$ cat src/rtl/alu_pkg.sv
// Shared definitions for the ALU arbiter slice: op codes, FSM states, flag bit positions.
package alu_pkg;

    localparam logic [3:0] OP_ADD  = 4'h0;
    localparam logic [3:0] OP_SLL  = 4'h1;
    localparam logic [3:0] OP_SLT  = 4'h2;
    localparam logic [3:0] OP_SLTU = 4'h3;
    localparam logic [3:0] OP_XOR  = 4'h4;
    localparam logic [3:0] OP_SRL  = 4'h5;
    localparam logic [3:0] OP_OR   = 4'h6;
    localparam logic [3:0] OP_AND  = 4'h7;
    localparam logic [3:0] OP_SUB  = 4'h8;
    localparam logic [3:0] OP_SRA  = 4'hD;

    localparam int FLAG_ZF = 3;
    localparam int FLAG_CF = 2;
    localparam int FLAG_OF = 1;
    localparam int FLAG_SF = 0;

    typedef enum logic [1:0] {
        IDLE = 2'd0,
        EXEC = 2'd1,
        RESP = 2'd2
    } arb_state_t;

    function automatic logic op_is_legal(input logic [3:0] op);
        logic legal;
        case (op)
            OP_ADD, OP_SLL, OP_SLT, OP_SLTU, OP_XOR,
            OP_SRL, OP_OR, OP_AND, OP_SUB, OP_SRA: legal = 1'b1;
            default:                               legal = 1'b0;
        endcase
        return legal;
    endfunction

endpackage

$ cat src/rtl/alu_arbiter_alu.sv
// Combinational 32-bit ALU producing result plus carry/overflow/sign flags.
// Outputs are forced to zero while rst_n is low.
module ALU
    import alu_pkg::*;
#(
    parameter int DATA_W = 32
) (
    input  logic              rst_n,
    input  logic [DATA_W-1:0] a,
    input  logic [DATA_W-1:0] b,
    input  logic [3:0]        op,
    output logic [DATA_W-1:0] out,
    output logic              cf,
    output logic              of,
    output logic              sf,
    output logic              illegal
);

    localparam int SH_W = $clog2(DATA_W);

    logic [DATA_W:0] sum_s;
    logic [DATA_W:0] diff_s;

    // Result and flag generation; SUB reports borrow in cf.
    always_comb begin
        sum_s   = {1'b0, a} + {1'b0, b};
        diff_s  = {1'b0, a} - {1'b0, b};
        out     = {DATA_W{1'b0}};
        cf      = 1'b0;
        of      = 1'b0;
        illegal = 1'b0;
        if (!rst_n) begin
            out     = {DATA_W{1'b0}};
            illegal = 1'b0;
        end else begin
            illegal = !op_is_legal(op);
            case (op)
                OP_ADD: begin
                    out = sum_s[DATA_W-1:0];
                    cf  = sum_s[DATA_W];
                    of  = (a[DATA_W-1] == b[DATA_W-1]) && (sum_s[DATA_W-1] != a[DATA_W-1]);
                end
                OP_SUB: begin
                    out = diff_s[DATA_W-1:0];
                    cf  = diff_s[DATA_W];
                    of  = (a[DATA_W-1] != b[DATA_W-1]) && (diff_s[DATA_W-1] != a[DATA_W-1]);
                end
                OP_SLL:  out = a << b[SH_W-1:0];
                OP_SRL:  out = a >> b[SH_W-1:0];
                OP_SRA:  out = $unsigned($signed(a) >>> b[SH_W-1:0]);
                OP_SLT:  out = {{(DATA_W-1){1'b0}}, ($signed(a) < $signed(b))};
                OP_SLTU: out = {{(DATA_W-1){1'b0}}, (a < b)};
                OP_XOR:  out = a ^ b;
                OP_OR:   out = a | b;
                OP_AND:  out = a & b;
                default: out = {DATA_W{1'b0}};
            endcase
        end
        sf = out[DATA_W-1];
    end

endmodule

$ cat src/rtl/alu_arbiter.sv
// Two-requester front end sharing one ALU through an IDLE/EXEC/RESP FSM.
// Define ALU_ARB_RR_EN for round-robin tie breaking; otherwise requester 0 has fixed priority.
module alu_arbiter
    import alu_pkg::*;
#(
    parameter int DATA_W = 32
) (
    input  logic              clk,
    input  logic              rst_n,
    input  logic              req_valid_0,
    input  logic              req_valid_1,
    output logic              req_ready_0,
    output logic              req_ready_1,
    input  logic [DATA_W-1:0] req_a_0,
    input  logic [DATA_W-1:0] req_a_1,
    input  logic [DATA_W-1:0] req_b_0,
    input  logic [DATA_W-1:0] req_b_1,
    input  logic [3:0]        req_op_0,
    input  logic [3:0]        req_op_1,
    output logic              rsp_valid_0,
    output logic              rsp_valid_1,
    input  logic              rsp_ready_0,
    input  logic              rsp_ready_1,
    output logic [DATA_W-1:0] rsp_out,
    output logic [3:0]        rsp_flags,
    output logic              rsp_err
);

    arb_state_t        state_r;
    logic              grant_id_r;
    logic [DATA_W-1:0] a_r;
    logic [DATA_W-1:0] b_r;
    logic [3:0]        op_r;
    logic [DATA_W-1:0] rsp_out_r;
    logic [3:0]        rsp_flags_r;
    logic              rsp_err_r;
    logic              rsp_valid_0_r;
    logic              rsp_valid_1_r;

    logic              grant_id_s;
    logic              accept_s;
    logic              rsp_hs_s;
    logic              tie_pick_s;

    logic [DATA_W-1:0] alu_out_s;
    logic              alu_cf_s;
    logic              alu_of_s;
    logic              alu_sf_s;
    logic              alu_illegal_s;

`ifdef ALU_ARB_RR_EN
    logic              prio_r;

    // Next-preferred requester; flips away from whoever was just accepted.
    always_ff @(posedge clk or negedge rst_n) begin
        if (!rst_n) begin
            prio_r <= 1'b0;
        end else if (accept_s) begin
            prio_r <= ~grant_id_s;
        end
    end

    assign tie_pick_s = prio_r;
`else
    assign tie_pick_s = 1'b0;
`endif

    // Grant selection and accept qualification in IDLE.
    always_comb begin
        grant_id_s = 1'b0;
        if (req_valid_0 && req_valid_1) begin
            grant_id_s = tie_pick_s;
        end else if (req_valid_1) begin
            grant_id_s = 1'b1;
        end else begin
            grant_id_s = 1'b0;
        end
        accept_s = (state_r == IDLE) && (grant_id_s ? req_valid_1 : req_valid_0);
        rsp_hs_s = (state_r == RESP) && (grant_id_r ? rsp_ready_1 : rsp_ready_0);
    end

    assign req_ready_0 = accept_s && !grant_id_s;
    assign req_ready_1 = accept_s &&  grant_id_s;

    ALU #(.DATA_W(DATA_W)) u_alu (
        .rst_n   (rst_n),
        .a       (a_r),
        .b       (b_r),
        .op      (op_r),
        .out     (alu_out_s),
        .cf      (alu_cf_s),
        .of      (alu_of_s),
        .sf      (alu_sf_s),
        .illegal (alu_illegal_s)
    );

    // Main FSM: latch on accept, capture ALU results in EXEC, hold response until consumed.
    always_ff @(posedge clk or negedge rst_n) begin
        if (!rst_n) begin
            state_r       <= IDLE;
            grant_id_r    <= 1'b0;
            a_r           <= {DATA_W{1'b0}};
            b_r           <= {DATA_W{1'b0}};
            op_r          <= 4'h0;
            rsp_out_r     <= {DATA_W{1'b0}};
            rsp_flags_r   <= 4'h0;
            rsp_err_r     <= 1'b0;
            rsp_valid_0_r <= 1'b0;
            rsp_valid_1_r <= 1'b0;
        end else begin
            case (state_r)
                IDLE: begin
                    if (accept_s) begin
                        grant_id_r <= grant_id_s;
                        a_r        <= grant_id_s ? req_a_1  : req_a_0;
                        b_r        <= grant_id_s ? req_b_1  : req_b_0;
                        op_r       <= grant_id_s ? req_op_1 : req_op_0;
                        state_r    <= EXEC;
                    end
                end
                EXEC: begin
                    rsp_out_r              <= alu_out_s;
                    // ZF reflects the value being registered; illegal ops report all-zero flags.
                    rsp_flags_r[FLAG_ZF]   <= (alu_out_s == {DATA_W{1'b0}}) && !alu_illegal_s;
                    rsp_flags_r[FLAG_CF]   <= alu_cf_s;
                    rsp_flags_r[FLAG_OF]   <= alu_of_s;
                    rsp_flags_r[FLAG_SF]   <= alu_sf_s;
                    rsp_err_r              <= alu_illegal_s;
                    rsp_valid_0_r          <= !grant_id_r;
                    rsp_valid_1_r          <=  grant_id_r;
                    state_r                <= RESP;
                end
                RESP: begin
                    if (rsp_hs_s) begin
                        rsp_valid_0_r <= 1'b0;
                        rsp_valid_1_r <= 1'b0;
                        state_r       <= IDLE;
                    end
                end
                default: begin
                    rsp_valid_0_r <= 1'b0;
                    rsp_valid_1_r <= 1'b0;
                    state_r       <= IDLE;
                end
            endcase
        end
    end

    assign rsp_out     = rsp_out_r;
    assign rsp_flags   = rsp_flags_r;
    assign rsp_err     = rsp_err_r;
    assign rsp_valid_0 = rsp_valid_0_r;
    assign rsp_valid_1 = rsp_valid_1_r;

endmodule

$ cat config.mk
export PLATFORM = sky130hd
export DESIGN_NAME = alu_arbiter
export DESIGN_NICKNAME = d
export VERILOG_FILES = /design/src/rtl/alu_pkg.sv /design/src/rtl/alu_arbiter_alu.sv /design/src/rtl/alu_arbiter.sv
export SDC_FILE = /design/constraint.sdc
export NUM_CORES = 1
export LEC_CHECK = 0
export CAP_MARGIN = 20
export CORE_ASPECT_RATIO = 0.8
export CORE_MARGIN = 5
export CORE_UTILIZATION = 30
export CTS_BUF_LIST = sky130_fd_sc_hd__clkbuf_8 sky130_fd_sc_hd__clkbuf_16
export DETAILED_ROUTE_END_ITERATION = 16
export PLACE_DENSITY = 0.54
export SETUP_SLACK_MARGIN = 0.3
export SLEW_MARGIN = 0
export SYNTH_ARGS = -nofsm -noshare
export SYNTH_HDL_FRONTEND = slang
export SYNTH_HIERARCHICAL = 1
export SYNTH_SLANG_ARGS = --single-unit
$ cat constraint.sdc
create_clock -name clk -period 10.5 [get_ports clk]
set_input_delay 3.15 -clock clk [delete_from_list [all_inputs] [get_ports clk]]
set_output_delay 3.15 -clock clk [all_outputs]
set_load 0.005 [all_outputs]
==> results.md <==
- Worst rel slew slack: 27.5%
- Hold crit path type: reg2reg
- Final min period: 8230 ps
- Status: finished, final reports clean
- Worst Clk Skew: roughly 13 ps
- # setup viols final: 0
- Drt initial violations: ~1,800
- Pint: about 2.8 mW
- Final Cycle Share: between 70% and 80%
- Slew @ Worst Pin: roughly 1100 ps
- Antenna Nets Post-Route: 0
- Inst Count DP: about 2,500
- Max cap viols: 0
- DP Wirelength: 48,800 um
- Via density: around 6.0
- Post-synth EDFFs: 0
- Total track usage: 23.6%
- Max IR drop VDD: ~240 uV
- Vias in the first global route: ~14,000
- Mapped Area: 14,300 um^2
- Worst r2r path cells: 14
- Logic pwr share: between 70% and 80%
- Synth top cells by count: nand2_1 (142), nor2_1 (132), a21oi_1 (117)
- Largest net degree at the start of global routing: 71
- # H-tree levels: 3
- GP Congestion: 1.02
- FF-to-FF setup slack: between 4000 and 5000 ps
- Critical Path End: req_ready_0
- Clock tree buffer depth: 2
- Multi-input combinational cell area: between 10,000 and 15,000 um^2
- Syn-to-layout area delta: 18.0%
- Critical path capture point type: primary output
- Net Switching: roughly 3.9 mW
- Leading area contributor after synthesis: dfrtp_1
- RSZ-0062 raised after global routing: no
- Final Hold Fails: 0
- Port Buffer Count: approximately 180
- Seq pwr share: about 15%
- Synth Instances: about 1,800
- Worst-Skew Late Latency: 410 ps
- First-pass GRT wire length: 93,300 um
- Die Ht: 205 um
- Fin cells: approximately 2,500
- Via count: approximately 15,000
- Die ar.: 52,000 um^2
- TritonCTS clock tree: yes
- Top post-synthesis cells by area: dfrtp_1 (19%), ha_1 (9.3%), mux2_2 (6.4%), mux2i_1 (5.3%), a221o_1 (5.0%)
- Final Power: ~6.7 mW
- Clk Tree Root Cell: clkbuf_16
- Clk pwr share: 5.7%
- Maximum fanout along the worst path: 70
- Synth Warn #: 6
- RR Endpoint: rsp_flags[3]
- Hold-fix buffers, CTS: 0
- Rows: slightly above 70
- # fillers: 4,938
- CTS buffer count: 9
- Total iterations of the first detailed-routing run: 6
- Clk slew on worst S/H paths: around 80 ps
- Initial core utilization: 30.3%
- Max Slew Vio Count: 0
- FMAX: around 0.12 GHz
- Leakage: slightly below 7 nW
- Distinct cells, synth: 93
- Sw frac: between 50 and 60%
- Avg Cell Area, Syn: 8.04 um^2
- Main synth FF type: dfrtp_1
- Crit Path Class: in2out
- Share of the synthesized area in the top cell type: 19.3%
- Die extent in x: around 250 um
- WL/cell: 25.4 um
- Core region area: 47,000 um^2
- Hold_sp: rsp_out[9]
- Most instantiated library cell after synthesis: nand2_1
- Setup TNS: 0 ps
- Post-synth ARST share: 100%
- PwrDens: roughly 400 nW/um^2
- #FFs+latches synth: 110
- DR DRC count: 0
- Storage cell area: approximately 2800 um^2
- Sequential area share after synthesis: about 19%
- Startpoint Class: input pin
- CTS sink count: 110
- I/O Pins: around 180
- Critical Path AT: around 5100 ps
- WP data required: approximately 7400 ps
- Post-CTS Setup Inserts: 0
- CP Launch Point: req_valid_0
- Cts repair resizes: 0
- Net Count, Synth: just over 2,000
- Worst r2r src: b_r[4]
- WL final: 63,100 um
- Initial antenna violation count: 2
- Total congestion overflow: 0
- Share of layout cells above drive strength 1: roughly a tenth
- # nets final: about 2,100
==> kinds of logic (layout without fill, tap and decap cells) <==
group           after synthesis  count (layout)  share of synthesized area, %
compound gates              574             574                          28.6
xor+xnor                     16              16                         0.983
fa+ha+maj                   108             108                          9.58
buf+inv                     248             333                          7.22
flops                       110             110                          19.3
mux                         183             183                          15.8
other cells                   0               2                             0
simple gates                535             535                          18.5
==> power by group through the flow <==
stage                     Sequential, mW  Clock (mW)  Combinational [mW]
after floorplan                    0.813           0                3.64
after global placement              1.01           0                5.17
after detailed placement            1.02           0                5.16
after CTS                           1.01       0.403                5.19
after global routing                1.05       0.417                5.71
final                               1.01       0.385                5.34
==> routing by layer <==
metal	up-vias	global-route usage, %	part of all wire [%]
met1	7269	33.6	45
li1	6811	-	-
met3	115	6.98	10
met4	2	9.72	4.3
met5	-	0	0.022
met2	747	33.2	41
==> worst min path at each step <==
stage | cells past startpoint | to | slack, ps
6_report | 1 | rsp_out[9] | 510
5_1_grt | 1 | rsp_out[19] | 530
4_1_cts | 1 | rsp_out[9] | 520
3_5_place_dp | 2 | rsp_flags[3] | 490
3_3_place_gp | 2 | rsp_flags[3] | 470
2_1_floorplan | 2 | rsp_flags[3] | 470
==> metrics by stage <==
step / setup slack, ps / cell area, um^2 / utilization (%) / hold slack, ps
after floorplan: 3670 / 14300 / - / 467
after detailed placement: 2250 / 16500 / 35.1 / 491
final: 2270 / 16800 / 35.8 / 511
after CTS: 2240 / 16800 / 35.8 / 516
after global routing: 2130 / 16800 / 35.8 / 534
after global placement: 2240 / 16500 / 35.1 / 475
==> sequential cells by signal (all words and copies together), names as in the netlist, 2 cells and up <==
name,flops
a_r,32
b_r,32
op_r,4
rsp_flags,4
rsp_out,32
state_r,2
==> cells in the final DEF (no fill, tap or decap), types with 42 or more instances in the layout <==
cell / n
inv_1: 99
mux2i_1: 75
and2_1: 75
clkdlybuf4s50_1: 181
dfrtp_1: 106
a221o_1: 71
a21oi_1: 117
ha_1: 106
mux2_2: 81
o21ai_0: 116
nor3_1: 42
nand2_1: 142
nor2_1: 132
==> critical path: stages <==
cell,delay [ps]
clkdlybuf4s50_1,590
nor3b_4,210
buf_4,500
clkdlybuf4s50_1,620
==> layout make-up <==
| class | count | share of cell area [%] |
|---|---|---|
| Tap cell | 620 | 4.61 |
| Clock inverter | 7 | 0.580 |
| Inverter | 105 | 2.34 |
| Antenna cell | 2 | 0.0297 |
| Timing Repair Buffer | 212 | 12.2 |
| Sequential cell | 110 | 16.4 |
| Clock buffer | 9 | 1.34 |
| Multi-Input combinational cell | 1416 | 62.5 |
(Power assumes the default switching activity.)
